File: src/rtl/fpu_pkg.sv
// Shared definitions for the fpu issue/retire controller: opcodes, FP32 field layout and flag decoding.
`timescale 1ns/1ps
package fpu_pkg;

  localparam logic [1:0] FPU_OP_ADD = 2'b00;
  localparam logic [1:0] FPU_OP_SUB = 2'b01;
  localparam logic [1:0] FPU_OP_MUL = 2'b10;
  localparam logic [1:0] FPU_OP_DIV = 2'b11;

  localparam int FP32_EXP_W = 8;
  localparam int FP32_MAN_W = 23;

  // Bit positions inside the 4-bit {nan, inf, zero, denorm} flag word
  localparam int FLAG_NAN    = 3;
  localparam int FLAG_INF    = 2;
  localparam int FLAG_ZERO   = 1;
  localparam int FLAG_DENORM = 0;

  function automatic logic [3:0] fp32_flags(input logic [31:0] x);
    logic [FP32_EXP_W-1:0] exp_f;
    logic [FP32_MAN_W-1:0] man_f;
    logic [3:0]            f;
    exp_f = x[FP32_MAN_W +: FP32_EXP_W];
    man_f = x[FP32_MAN_W-1:0];
    f = '0;
    f[FLAG_NAN]    = (&exp_f) && (|man_f);
    f[FLAG_INF]    = (&exp_f) && !(|man_f);
    f[FLAG_ZERO]   = !(|exp_f) && !(|man_f);
    f[FLAG_DENORM] = !(|exp_f) && (|man_f);
    return f;
  endfunction

endpackage

File: src/rtl/fpu_issue_ctrl_if.sv
// Request, response and fpu-facing signals of fpu_issue_ctrl; slave is the controller, master the environment.
`timescale 1ns/1ps
interface fpu_issue_ctrl_if #(parameter int TAG_W = 4);
  logic             in_valid;
  logic             in_ready;
  logic [31:0]      in_a;
  logic [31:0]      in_b;
  logic [1:0]       in_op;
  logic [TAG_W-1:0] in_tag;
  logic [31:0]      fpu_a;
  logic [31:0]      fpu_b;
  logic [1:0]       fpu_opcode;
  logic [31:0]      fpu_o;
  logic             out_valid;
  logic             out_ready;
  logic [31:0]      out_data;
  logic [TAG_W-1:0] out_tag;
  logic [3:0]       out_flags;

  modport slave (
    input  in_valid, in_a, in_b, in_op, in_tag, fpu_o, out_ready,
    output in_ready, fpu_a, fpu_b, fpu_opcode, out_valid, out_data, out_tag, out_flags
  );

  modport master (
    output in_valid, in_a, in_b, in_op, in_tag, fpu_o, out_ready,
    input  in_ready, fpu_a, fpu_b, fpu_opcode, out_valid, out_data, out_tag, out_flags
  );
endinterface

File: src/rtl/fpu_res_fifo.sv
// Synchronous result FIFO with registered read data; the head entry stays counted until it is popped.
`timescale 1ns/1ps
module fpu_res_fifo #(
  parameter int WIDTH = 36,
  parameter int DEPTH = 4
) (
  input  logic                       clk,
  input  logic                       rst,
  input  logic                       push,
  input  logic [WIDTH-1:0]           push_data,
  input  logic                       rd_ready,
  output logic                       rd_valid,
  output logic [WIDTH-1:0]           rd_data,
  output logic [$clog2(DEPTH+1)-1:0] count
);
  localparam int PTR_W = $clog2(DEPTH);
  localparam int CNT_W = $clog2(DEPTH+1);

  logic [WIDTH-1:0] mem [DEPTH];
  logic [PTR_W-1:0] wr_ptr, rd_ptr, rd_ptr_nxt;
  logic             pop;

  assign pop        = rd_valid && rd_ready;
  assign rd_ptr_nxt = rd_ptr + PTR_W'(pop);

  // NOTE: storage is left out of reset; pointers and count alone define which entries are live.
  always_ff @(posedge clk) begin
    if (push) mem[wr_ptr] <= push_data;
  end

  // Head register reloads from the entry that will be at the head after this edge's pop
  always_ff @(posedge clk) begin
    if (rst) begin
      wr_ptr   <= '0;
      rd_ptr   <= '0;
      count    <= '0;
      rd_valid <= 1'b0;
      rd_data  <= '0;
    end else begin
      if (push) wr_ptr <= wr_ptr + PTR_W'(1);
      rd_ptr <= rd_ptr_nxt;
      count  <= count + CNT_W'(push) - CNT_W'(pop);
      if (count != CNT_W'(pop)) begin
        rd_valid <= 1'b1;
        rd_data  <= mem[rd_ptr_nxt];
      end else begin
        rd_valid <= 1'b0;
      end
    end
  end

  a_no_overflow: assert property (@(posedge clk) disable iff (rst) push |-> (count < CNT_W'(DEPTH)));

endmodule

File: src/rtl/fpu_issue_ctrl.sv
// Issue/retire controller wrapping a fixed-latency fpu with credit-based back-pressure and a result FIFO.
// Optional macro FPU_ISSUE_FLAGS_EN stores {nan, inf, zero, denorm} flags per result entry.
`timescale 1ns/1ps
module fpu_issue_ctrl
  import fpu_pkg::*;
#(
  parameter int FPU_LAT   = 2,
  parameter int RES_DEPTH = 4,
  parameter int TAG_W     = 4
) (
  input logic              clk,
  input logic              rst,
  fpu_issue_ctrl_if.slave  bus
);
  localparam int CNT_W = $clog2(RES_DEPTH+1);
`ifdef FPU_ISSUE_FLAGS_EN
  localparam int ENT_W = 4 + TAG_W + 32;
`else
  localparam int ENT_W = TAG_W + 32;
`endif

  logic [31:0]      fpu_a_q, fpu_b_q;
  logic [1:0]       fpu_op_q;
  logic [FPU_LAT:0] trk_vld;
  logic [TAG_W-1:0] trk_tag [FPU_LAT+1];
  logic [CNT_W-1:0] inflight_cnt, fifo_cnt;
  logic             accept, retire;
  logic [ENT_W-1:0] push_data, head;

  assign accept = bus.in_valid && bus.in_ready;
  assign retire = trk_vld[FPU_LAT];

  // Credit covers every op between accept and pop, so the FIFO can always absorb a retiring result
  assign bus.in_ready = !rst &&
    (({1'b0, fifo_cnt} + {1'b0, inflight_cnt}) < (CNT_W+1)'(RES_DEPTH));

  always_ff @(posedge clk) begin
    if (rst) begin
      fpu_a_q      <= '0;
      fpu_b_q      <= '0;
      fpu_op_q     <= FPU_OP_ADD;
      trk_vld      <= '0;
      inflight_cnt <= '0;
    end else begin
      if (accept) begin
        fpu_a_q  <= bus.in_a;
        fpu_b_q  <= bus.in_b;
        fpu_op_q <= bus.in_op;
      end
      trk_vld <= {trk_vld[FPU_LAT-1:0], accept};
      case ({accept, retire})
        2'b10:   inflight_cnt <= inflight_cnt + CNT_W'(1);
        2'b01:   inflight_cnt <= inflight_cnt - CNT_W'(1);
        default: inflight_cnt <= inflight_cnt;
      endcase
    end
  end

  // Tags travel alongside the valid bits and only matter where trk_vld is set
  always_ff @(posedge clk) begin
    trk_tag[0] <= bus.in_tag;
    for (int i = 1; i <= FPU_LAT; i++) trk_tag[i] <= trk_tag[i-1];
  end

  assign bus.fpu_a      = fpu_a_q;
  assign bus.fpu_b      = fpu_b_q;
  assign bus.fpu_opcode = fpu_op_q;

`ifdef FPU_ISSUE_FLAGS_EN
  assign push_data     = {fp32_flags(bus.fpu_o), trk_tag[FPU_LAT], bus.fpu_o};
  assign bus.out_flags = head[ENT_W-1 -: 4];
`else
  assign push_data     = {trk_tag[FPU_LAT], bus.fpu_o};
  assign bus.out_flags = 4'b0000;
`endif
  assign bus.out_data = head[31:0];
  assign bus.out_tag  = head[32 +: TAG_W];

  fpu_res_fifo #(.WIDTH(ENT_W), .DEPTH(RES_DEPTH)) u_fifo (
    .clk       (clk),
    .rst       (rst),
    .push      (retire),
    .push_data (push_data),
    .rd_ready  (bus.out_ready),
    .rd_valid  (bus.out_valid),
    .rd_data   (head),
    .count     (fifo_cnt)
  );

endmodule

File: src/flat_wrapper.sv
// flat-port wrapper written by rule: the top's interface ports become plain ports
module fpu_issue_ctrl_flat import fpu_pkg::*;
#(
  parameter int FPU_LAT   = 2,
  parameter int RES_DEPTH = 4,
  parameter int TAG_W     = 4
)
  (clk, rst, bus_in_valid, bus_in_a, bus_in_b, bus_in_op, bus_in_tag, bus_fpu_o, bus_out_ready, bus_in_ready, bus_fpu_a, bus_fpu_b, bus_fpu_opcode, bus_out_valid, bus_out_data, bus_out_tag, bus_out_flags);
  fpu_issue_ctrl_if #(.TAG_W(TAG_W)) bus_i ();
  input logic clk;
  input logic rst;
  input wire logic [$bits(bus_i.in_valid)-1:0] bus_in_valid;
  input wire logic [$bits(bus_i.in_a)-1:0] bus_in_a;
  input wire logic [$bits(bus_i.in_b)-1:0] bus_in_b;
  input wire logic [$bits(bus_i.in_op)-1:0] bus_in_op;
  input wire logic [$bits(bus_i.in_tag)-1:0] bus_in_tag;
  input wire logic [$bits(bus_i.fpu_o)-1:0] bus_fpu_o;
  input wire logic [$bits(bus_i.out_ready)-1:0] bus_out_ready;
  output wire logic [$bits(bus_i.in_ready)-1:0] bus_in_ready;
  output wire logic [$bits(bus_i.fpu_a)-1:0] bus_fpu_a;
  output wire logic [$bits(bus_i.fpu_b)-1:0] bus_fpu_b;
  output wire logic [$bits(bus_i.fpu_opcode)-1:0] bus_fpu_opcode;
  output wire logic [$bits(bus_i.out_valid)-1:0] bus_out_valid;
  output wire logic [$bits(bus_i.out_data)-1:0] bus_out_data;
  output wire logic [$bits(bus_i.out_tag)-1:0] bus_out_tag;
  output wire logic [$bits(bus_i.out_flags)-1:0] bus_out_flags;
  assign bus_i.in_valid = bus_in_valid;
  assign bus_i.in_a = bus_in_a;
  assign bus_i.in_b = bus_in_b;
  assign bus_i.in_op = bus_in_op;
  assign bus_i.in_tag = bus_in_tag;
  assign bus_i.fpu_o = bus_fpu_o;
  assign bus_i.out_ready = bus_out_ready;
  assign bus_in_ready = bus_i.in_ready;
  assign bus_fpu_a = bus_i.fpu_a;
  assign bus_fpu_b = bus_i.fpu_b;
  assign bus_fpu_opcode = bus_i.fpu_opcode;
  assign bus_out_valid = bus_i.out_valid;
  assign bus_out_data = bus_i.out_data;
  assign bus_out_tag = bus_i.out_tag;
  assign bus_out_flags = bus_i.out_flags;
  fpu_issue_ctrl #(.FPU_LAT(FPU_LAT), .RES_DEPTH(RES_DEPTH), .TAG_W(TAG_W)) u_core (.clk(clk), .rst(rst), .bus(bus_i));
endmodule
File: config.mk
export PLATFORM = sky130hd
export DESIGN_NAME = fpu_issue_ctrl_flat
export DESIGN_NICKNAME = d
export VERILOG_FILES = /design/src/rtl/fpu_pkg.sv /design/src/rtl/fpu_issue_ctrl_if.sv /design/src/rtl/fpu_res_fifo.sv /design/src/rtl/fpu_issue_ctrl.sv /design/src/flat_wrapper.sv
export SDC_FILE = /design/constraint.sdc
export NUM_CORES = 1
export LEC_CHECK = 0
export ABC_AREA = 1
export CAP_MARGIN = 20
export CORE_MARGIN = 10
export CORE_UTILIZATION = 35
export DETAILED_ROUTE_END_ITERATION = 8
export PLACE_DENSITY_LB_ADDON = 0.25
export SYNTH_ARGS = -nofsm -noshare
export SYNTH_HDL_FRONTEND = slang
export SYNTH_SLANG_ARGS = --single-unit
File: constraint.sdc
create_clock -name clk -period 3.1 [get_ports clk]
set_input_delay 0.62 -clock clk [delete_from_list [all_inputs] [get_ports clk]]
set_output_delay 0.62 -clock clk [all_outputs]
set_load 0.1 [all_outputs]
== Word level (Yosys, flattened, before mapping) ==
Memory sizes are Yosys's and may differ from the RTL's. A register that Yosys moved wholly into a read port is not among the register bits.
Cells that the tools add are included.

* Word-level logic and storage cells: 31
* Input bits: 106
* Latch bits: 0
* Memories: 2
* Memory bits (read-only): 0
* Output and inout bits: 108
* Flip-flop bits (word level): 80
* Bits in writable memories: 156

{| class="wikitable"
|+ Memory list
! name !! depth !! bits a word !! rd ports !! clocked after Yosys merged registers in !! wr ports !! line !! text
|-
| u_core.u_fifo.mem || 4 || 36 || 1 || 1 || 1 || fpu_res_fifo.sv:19 || <nowiki>logic [WIDTH-1:0] mem [DEPTH];</nowiki>
|-
| u_core.trk_tag || 3 || 4 || 3 || 0 || 3 || fpu_issue_ctrl.sv:25 || <nowiki>logic [TAG_W-1:0] trk_tag [FPU_LAT+1];</nowiki>
|}

* Eq/ne operators: 3
* Shifts and indexed selects: 0
* Muxes and demuxes: 4
* Order comparisons: 1
* $mul: 0
* Reduce and logical (&&, ||, !) cells: 5
* $add $sub $neg: 7
* Bitwise gates (word level): 0
* Divide/modulo/power cells: 0

{| class="wikitable"
|+ Operators by type and width
! cell !! count
|-
| $pmux W3 S2 || 1
|-
| $add A3 B3 Y4 || 1
|-
| $lt A4 B3 Y1 const B || 1
|-
| $add A3 B1 Y3 || 1
|-
| $add A3 B1 Y3 const B || 1
|-
| $logic_and A1 B1 Y1 || 3
|-
| $mux W1 || 3
|-
| $ne A3 B1 Y1 || 1
|-
| $sub A3 B1 Y3 || 1
|-
| $sub A3 B1 Y3 const B || 1
|-
| $add A2 B1 Y2 || 1
|-
| $add A2 B1 Y2 const B || 1
|-
| $eq A2 B1 Y1 const B || 1
|-
| $eq A2 B2 Y1 const B || 1
|-
| $reduce_bool A2 Y1 || 1
|-
| $logic_not A1 Y1 || 1
|}

== Longest topological paths before layout ==
Gate-level depths: netlist (run 1).

* Word-level depth: 6
* Depth in mapped cells: 14
* Mapped depth without buffers: 13

== Cells and area by module ==
Synthesis (run 1) repeated with hierarchy kept, for this count alone.

* Cells, all modules: 1397
* Area total of the unflattened synthesis: 11671.2 um2

{| class="wikitable"
|+ Modules (own cells, without submodules)
! module !! area an instance (um2) !! cells an instance !! instances
|-
| fpu_res_fifo || 7733.7 || 784 || 1
|-
| fpu_issue_ctrl || 3937.5 || 613 || 1
|}

== Least setup slack after synthesis (run 1) ==
OpenSTA, ideal clock, no wires.

* Kind: input -> output
* Start point: input rst
* End point: output bus_in_ready
* Data required time: 2480 ps
* Arrival: 2066 ps
* Slack: 414 ps
* Stages: 5
* Cell sequence: buf_2 -> nor2_1 -> nand2_1 -> nor2_4 -> buf_1

* Word-level cells in the longest chain between the ends: 2

{| class="wikitable"
|+ Ends and longest elaborated chain
! what !! line !! text
|-
| start: declaration || flat_wrapper.sv:11 || <nowiki>input logic rst;</nowiki>
|-
| $logic_not A1 Y1 || fpu_issue_ctrl.sv:34 || <nowiki>assign bus.in_ready = !rst &&</nowiki>
|-
| $logic_and A1 B1 Y1 || fpu_issue_ctrl.sv:34 ||
|-
| end: declaration || flat_wrapper.sv:19 || <nowiki>output wire logic [$bits(bus_i.in_ready)-1:0] bus_in_ready;</nowiki>
|}

No other way between the ends.

== Worst setup path after layout (run 1) ==
* Start point: register u_core.u_fifo.count[1]
* End point: output bus_in_ready

* Word-level cells in the longest chain between the ends: 3

{| class="wikitable"
|+ Ends and longest elaborated chain
! what !! line !! text
|-
| start: declaration || fpu_res_fifo.sv:14 || <nowiki>output logic [$clog2(DEPTH+1)-1:0] count</nowiki>
|-
| start signal: assignment || fpu_res_fifo.sv:42 || <nowiki>count <= count + CNT_W'(push) - CNT_W'(pop);</nowiki>
|-
| $add A3 B3 Y4 || fpu_issue_ctrl.sv:35 || <nowiki>(({1'b0, fifo_cnt} + {1'b0, inflight_cnt}) < (CNT_W+1)'(RES_DEPTH));</nowiki>
|-
| $lt A4 B3 Y1 || fpu_issue_ctrl.sv:35 ||
|-
| $logic_and A1 B1 Y1 || fpu_issue_ctrl.sv:34 ||
|}

No other way between the ends.

==> results.yml, run 1 <==
floorplan:
  row_count: 65
  initial_utilization_pct: 35.4
  coreArea_um2: 31500
  die_w_um: 199
  die_height_um: 199
  io_pins: 214
  dieArea_um2: 39400
worst_setup_path:
  cp_top_family: "buffers and inverters"
  criticalPathCategory: "reg2out"
  path_max_fanout: 12
  worstPathCellList: "ha_1, nand2_1, nor2_1, nor2_4, buf_4, buf_12"
  startpoint: "u_core.u_fifo.count[1]"
  start_kind: "flip-flop"
  crit_path_max_incr_delay_ns: 0.41
  ff2ff_setup_slack_ns: 0.99
  crit_end: "bus_in_ready"
  end_kind: "output port"
  r2r-start: "u_core.u_fifo.count[1]"
  required_ns: 2.48
  crit_cells: 6
  slowest_stage: "dfxtp_1"
  cp.arrival_ns: 1.87
  regToRegEndpoint: "u_core.inflight_cnt[2]"
  critPathBufInv: 2
  r2r_cells: 13
clock_network:
  post_cts.repair.setup_buffers: 0
  ctsHoldBuffers: 0
  root_buffer: "clkbuf_16"
  cts_tree: "built"
  cts.sinks: 272
  ctsLongestPathBuffers: 3
  cts_max_level: 1
  worst_skew_pair.late_latency_ns: 0.56
  cts_buffers: 30
  post_cts_resized: 0
  clkTransAtPathRegs_ns: 0.06
layout:
  area.growth.synth_to_final_pct: 30.1
  drive_above_1_share_pct: 12.1
  finalNetCount: 1637
  finalNonFillerCells: 1946
  mostFrequentLayoutCells: "473 x nand2_1, 216 x inv_1, 150 x nor2_1"
  fin_util_pct: 46.1
  regArea_um2: 6890
  multiInputGateArea_um2: 3130
  fill_cells: 3004
  final_common_cell: "nand2_1"
placed_design:
  dpl.hpwl_mm: 18.1
  numPortBuffers: 209
  routabilityCongestion: 0.774
  dpl.cell_count: 1889
sta:
  finalSetupTns_ns: 0
  grt_setup_unrepaired: "no"
  fin_crit_sh_pct: 80.2
  max-slew-margin-rel_pct: 35.3
  period_needed_ns: 2.49
  setup_viol: 0
  slew_viol_final: 0
  worst_pin_slew_ns: 0.969
  fin_worst_skew_ns: 0.0153
  fmax_mhz: 402
  final_hold_viol_count: 0
synthesis:
  synth_mux_area_share_pct: 0
  synth_compound_area_share_pct: 2.06
  yosys.cell_types.count: 21
  yosysWarnings: 0
  avgSynthCellArea_um2: 8.47
  synthXorXnorAreaFrac_pct: 0.0785
  seq_area_frac_synth_pct: 61.7
  synth_simple_gate_area_share_pct: 24.3
  netlist_instances: 1317
  netlist_area_um2: 11200
  synth_fa_ha_area_share_pct: 1.48
  synth_top_family_by_area: "simple AND/OR/NAND/NOR gates"
  ys_ff_latch: 272
detailed_routing:
  wl_met3_mm: 2.06
  viasPerCell: 4.31
  vias: 8381
  drc_errors: 0
  wl_mm: 28.5
  dr.pass1.iters: 4
  wire_per_inst_um: 14.6
  m1WireLength_mm: 13.1
  dr_wl_met2_mm: 12.7
  drt-initial-drc-count: 443
  drtAntennaViolNets: 0
  top_layer: "met5"
global_routing:
  grt_max_degree: 73
  grt_overflow_total: 0
  grt_antenna_before_repair: 4
  grt_usage_pct: 14.0
  grt_pass1_wl_mm: 44.2
  first_global_vias: 7965
power_and_ir_drop:
  leakage_nw: 6.83
  ir_drop_v: 0.000946
  power_density_nw_per_um2: 972
job:
  maxCapViolCount: 0
status:
  outcome: "completed"
hold_path:
  min_path_type: "reg2reg"
[flip-flops by register name, indices dropped and copies added (netlist names)]
| signal | flops |
|---|---|
| u_core.u_fifo.mem | 144 |
| u_core.bus.fpu_a | 32 |
| u_core.u_fifo.wr_ptr | 2 |
| u_core.trk_tag | 12 |
| u_core.trk_vld | 3 |
| u_core.u_fifo.rd_valid | 1 |
| u_core.u_fifo.count | 3 |
| u_core.u_fifo.rd_ptr | 2 |
| u_core.inflight_cnt | 3 |
| u_core.bus.fpu_opcode | 2 |
| u_core.u_fifo.rd_data | 36 |
| u_core.bus.fpu_b | 32 |
[per-layer routing]
metal | vias to the layer above | global-route usage [%]
met5 | - | 0
met4 | 6 | 3.14
met3 | 46 | 3.84
met2 | 240 | 23.1
met1 | 3710 | 17.9
li1 | 4379 | -
[synth_stat cells (all sizes together)]
library cell	instances	area, um2
dfxtp	128	2560
conb	1	3.75
nand2	474	1780
edfxtp	144	4320
clkinv	1	3.75
a21oi	6	30.0
o21ai	40	200
buf	40	214
clkbuf	25	93.8
nand3	70	350
nor2	151	574
fa	2	40.0
inv	224	841
ha	10	125
xnor2	1	8.76
[layout make-up]
class	count	share of cell area [%]
clock buffer	43	5.86
tap	402	3.47
antenna	1	0.0172
sequential	272	47.5
timing repair buffer	232	14.4
multi-input combinational	758	21.6
clock inverter	13	1.38
inverter	225	5.83
[where the power goes]
| part | switching [W] | internal [W] |
|---|---|---|
| Clock | 0.00143 | 0.00224 |
| Sequential | 0.000263 | 0.00423 |
| Combinational | 0.00456 | 0.00137 |
[worst min path at each step]
stage	startpoint	to	slack (ns)	cells after the start
floorplan	u_core.trk_tag[0][6]	u_core.trk_tag[0][10]	0.31	0
global placement	u_core.trk_tag[0][3]	u_core.trk_tag[0][7]	0.31	0
detailed placement	u_core.trk_tag[0][5]	u_core.trk_tag[0][9]	0.31	0
CTS	u_core.trk_tag[0][5]	u_core.trk_tag[0][9]	0.33	0
global route	u_core.trk_tag[0][5]	u_core.trk_tag[0][9]	0.34	0
finish	u_core.trk_tag[0][5]	u_core.trk_tag[0][9]	0.33	0
[logic make-up (layout without fill, tap and decap cells)]
| logic type | count (synthesis) | after routing |
|---|---|---|
| xor+xnor | 1 | 1 |
| flops | 272 | 272 |
| simple gates | 695 | 695 |
| other cells | 1 | 5 |
| buf+inv | 290 | 513 |
| compound gates | 46 | 46 |
| fa+ha+maj | 12 | 12 |
[stage by stage]
step           power (W)  setup slack (ns)  hold WS, ns  area (um2)
2_1_floorplan    0.00902             0.414        0.310       11200
3_3_place_gp      0.0105             0.453        0.314       13500
3_5_place_dp      0.0106             0.448        0.315       13500
4_1_cts           0.0143             0.575        0.329       14500
5_1_grt           0.0149             0.476        0.345       14500
6_report          0.0141             0.614        0.327       14500
(Power assumes the default switching activity.)
==> run 2: changes to the inputs <==
==> constraint.sdc (replaced) <==
create_clock -name clk -period 2.5 [get_ports clk]
set_input_delay 0.5 -clock clk [delete_from_list [all_inputs] [get_ports clk]]
set_output_delay 0.5 -clock clk [all_outputs]
set_load 0.1 [all_outputs]
==> run 2 against run 1 <==
Die area did not move. Largest power group unchanged. Global-route usage rose by 0.50 points. Critical path depth did not move. First-iteration DRC count fell by 15%. Cell area rose by 0.43%. Utilization rose by 0.20 points. Critical endpoint unchanged. Critical path type unchanged. Largest cell class unchanged.
==> results.yml, run 2 (synthesis results as in run 1) <==
status:
  outcome: "completed"
sta:
  setup_viol: 0
  final_hold_viol_count: 0
  finalSetupTns_ns: 0
  max-slew-margin-rel_pct: 48.3
  fin_crit_sh_pct: 93.8
  setup_slack_ns: 0.155
  period_needed_ns: 2.35
  slew_viol_final: 0
  grt_setup_unrepaired: "no"
  fmax_mhz: 426
  fin_worst_skew_ns: 0.0133
  worst_pin_slew_ns: 0.776
clock_network:
  root_buffer: "clkbuf_16"
  cts_tree: "built"
  cts_buffers: 30
  worst_skew_pair.late_latency_ns: 0.55
  ctsLongestPathBuffers: 3
  clkTransAtPathRegs_ns: 0.06
  cts.sinks: 272
  ctsHoldBuffers: 0
  cts_max_level: 1
global_routing:
  grt_max_degree: 68
  grt_pass1_wl_mm: 45.5
  first_global_vias: 8248
  grt_overflow_total: 0
  grt_antenna_before_repair: 3
  grt_usage_pct: 14.5
floorplan:
  die_height_um: 199
  dieArea_um2: 39400
  io_pins: 214
  row_count: 65
  die_w_um: 199
  initial_utilization_pct: 35.4
  coreArea_um2: 31500
hold_path:
  worstHoldStart: "u_core.trk_tag[0][1]"
  min_path_type: "reg2reg"
  hold_path_end: "u_core.trk_tag[0][5]"
  min_path_cells: 0
job:
  maxCapViolCount: 0
worst_setup_path:
  r2r-start: "u_core.u_fifo.count[1]"
  path_max_fanout: 17
  start_kind: "flip-flop"
  cp.arrival_ns: 1.85
  ff2ff_setup_slack_ns: 0.24
  r2r_cells: 14
  criticalPathCategory: "reg2out"
  end_kind: "output port"
  regToRegEndpoint: "u_core.inflight_cnt[2]"
  required_ns: 2.00
power_and_ir_drop:
  leakage_nw: 6.89
  power_density_nw_per_um2: 1200
  ir_drop_v: 0.00101
  finalPower_w: 0.0174
detailed_routing:
  drt-initial-drc-count: 377
  drtAntennaViolNets: 0
  dr.pass1.iters: 5
  drc_errors: 0
  viasPerCell: 4.28
  wl_mm: 29.2
  vias: 8345
  wire_per_inst_um: 15.0
layout:
  final_common_cell: "nand2_1"
  mostFrequentLayoutCells: "473 x nand2_1, 216 x inv_1, 150 x nor2_1"
  max_flop_register: "u_core.u_fifo.mem"
  drive_above_1_share_pct: 12.8
  finalNetCount: 1642
  area.growth.synth_to_final_pct: 30.6
  reg_top3: "u_core.u_fifo.mem: 144 flops, u_core.u_fifo.rd_data: 36 flops"
  largest_reg_flops: 144
  fin_util_pct: 46.3
placed_design:
  dpl.hpwl_mm: 18.4
  numPortBuffers: 209
  dp_slack_ns: 0.0552
  routabilityCongestion: 0.772
==> run 2: per-layer routing <==
layer	routed length (um)	up-vias	global-route usage [%]
met2	12900	231	23.7
met1	13300	3672	18.7
met4	590	4	3.81
met3	2360	45	3.63
met5	31	-	0
li1	-	4393	-
==> run 2: worst max-delay path by stage <==
stage | startpoint | end | cells past startpoint
2_1_floorplan | rst | bus_in_ready | 5
3_3_place_gp | bus_out_ready | u_core.u_fifo.count[2] | 11
3_5_place_dp | bus_out_ready | u_core.u_fifo.count[2] | 11
4_1_cts | u_core.u_fifo.count[2] | bus_in_ready | 6
5_1_grt | u_core.u_fifo.count[2] | bus_in_ready | 6
6_report | u_core.u_fifo.count[2] | bus_in_ready | 6
==> run 2: where the power goes <==
group	total [W]	switching (W)	internal, W
combinational	0.00755	0.00572	0.00183
sequential	0.00556	0.000314	0.00525
clock	0.00432	0.00176	0.00256
total	0.0174	0.00779	0.00964
==> run 2: final cells by class <==
type	instances	area (um2)
Multi-Input combinational cell	758	3130
Sequential cell	272	6890
Tap cell	402	503
Antenna cell	1	2.50
Clock inverter	14	103
Timing Repair Buffer	237	2210
Inverter	225	846
Fill cell	2963	16900
Clock buffer	41	883
==> run 2: critical path, stage by stage, from the launching register on <==
cell     delay, ns
dfxtp_2       0.34
ha_1          0.29
nor2_1        0.08
nand2_1       0.09
nor2_4        0.14
buf_12        0.18
buf_12        0.18
==> run 2: timing repair <==
| action | in CTS | in global routing |
|---|---|---|
| gates resized for setup | 0 | 1 |
| buffers inserted | 1 | 0 |
| setup endpoints to repair | 1 | 1 |
| gates cloned | 2 | 0 |
| pin swaps | 1 | 0 |
==> run 2: stage by stage <==
stage	hold slack [ns]	area [um2]	cells
5_1_grt	0.327	14600	1949
4_1_cts	0.328	14600	1949
6_report	0.327	14600	1950
2_1_floorplan	0.310	11200	1320
3_3_place_gp	0.313	13500	1891
3_5_place_dp	0.314	13500	1891
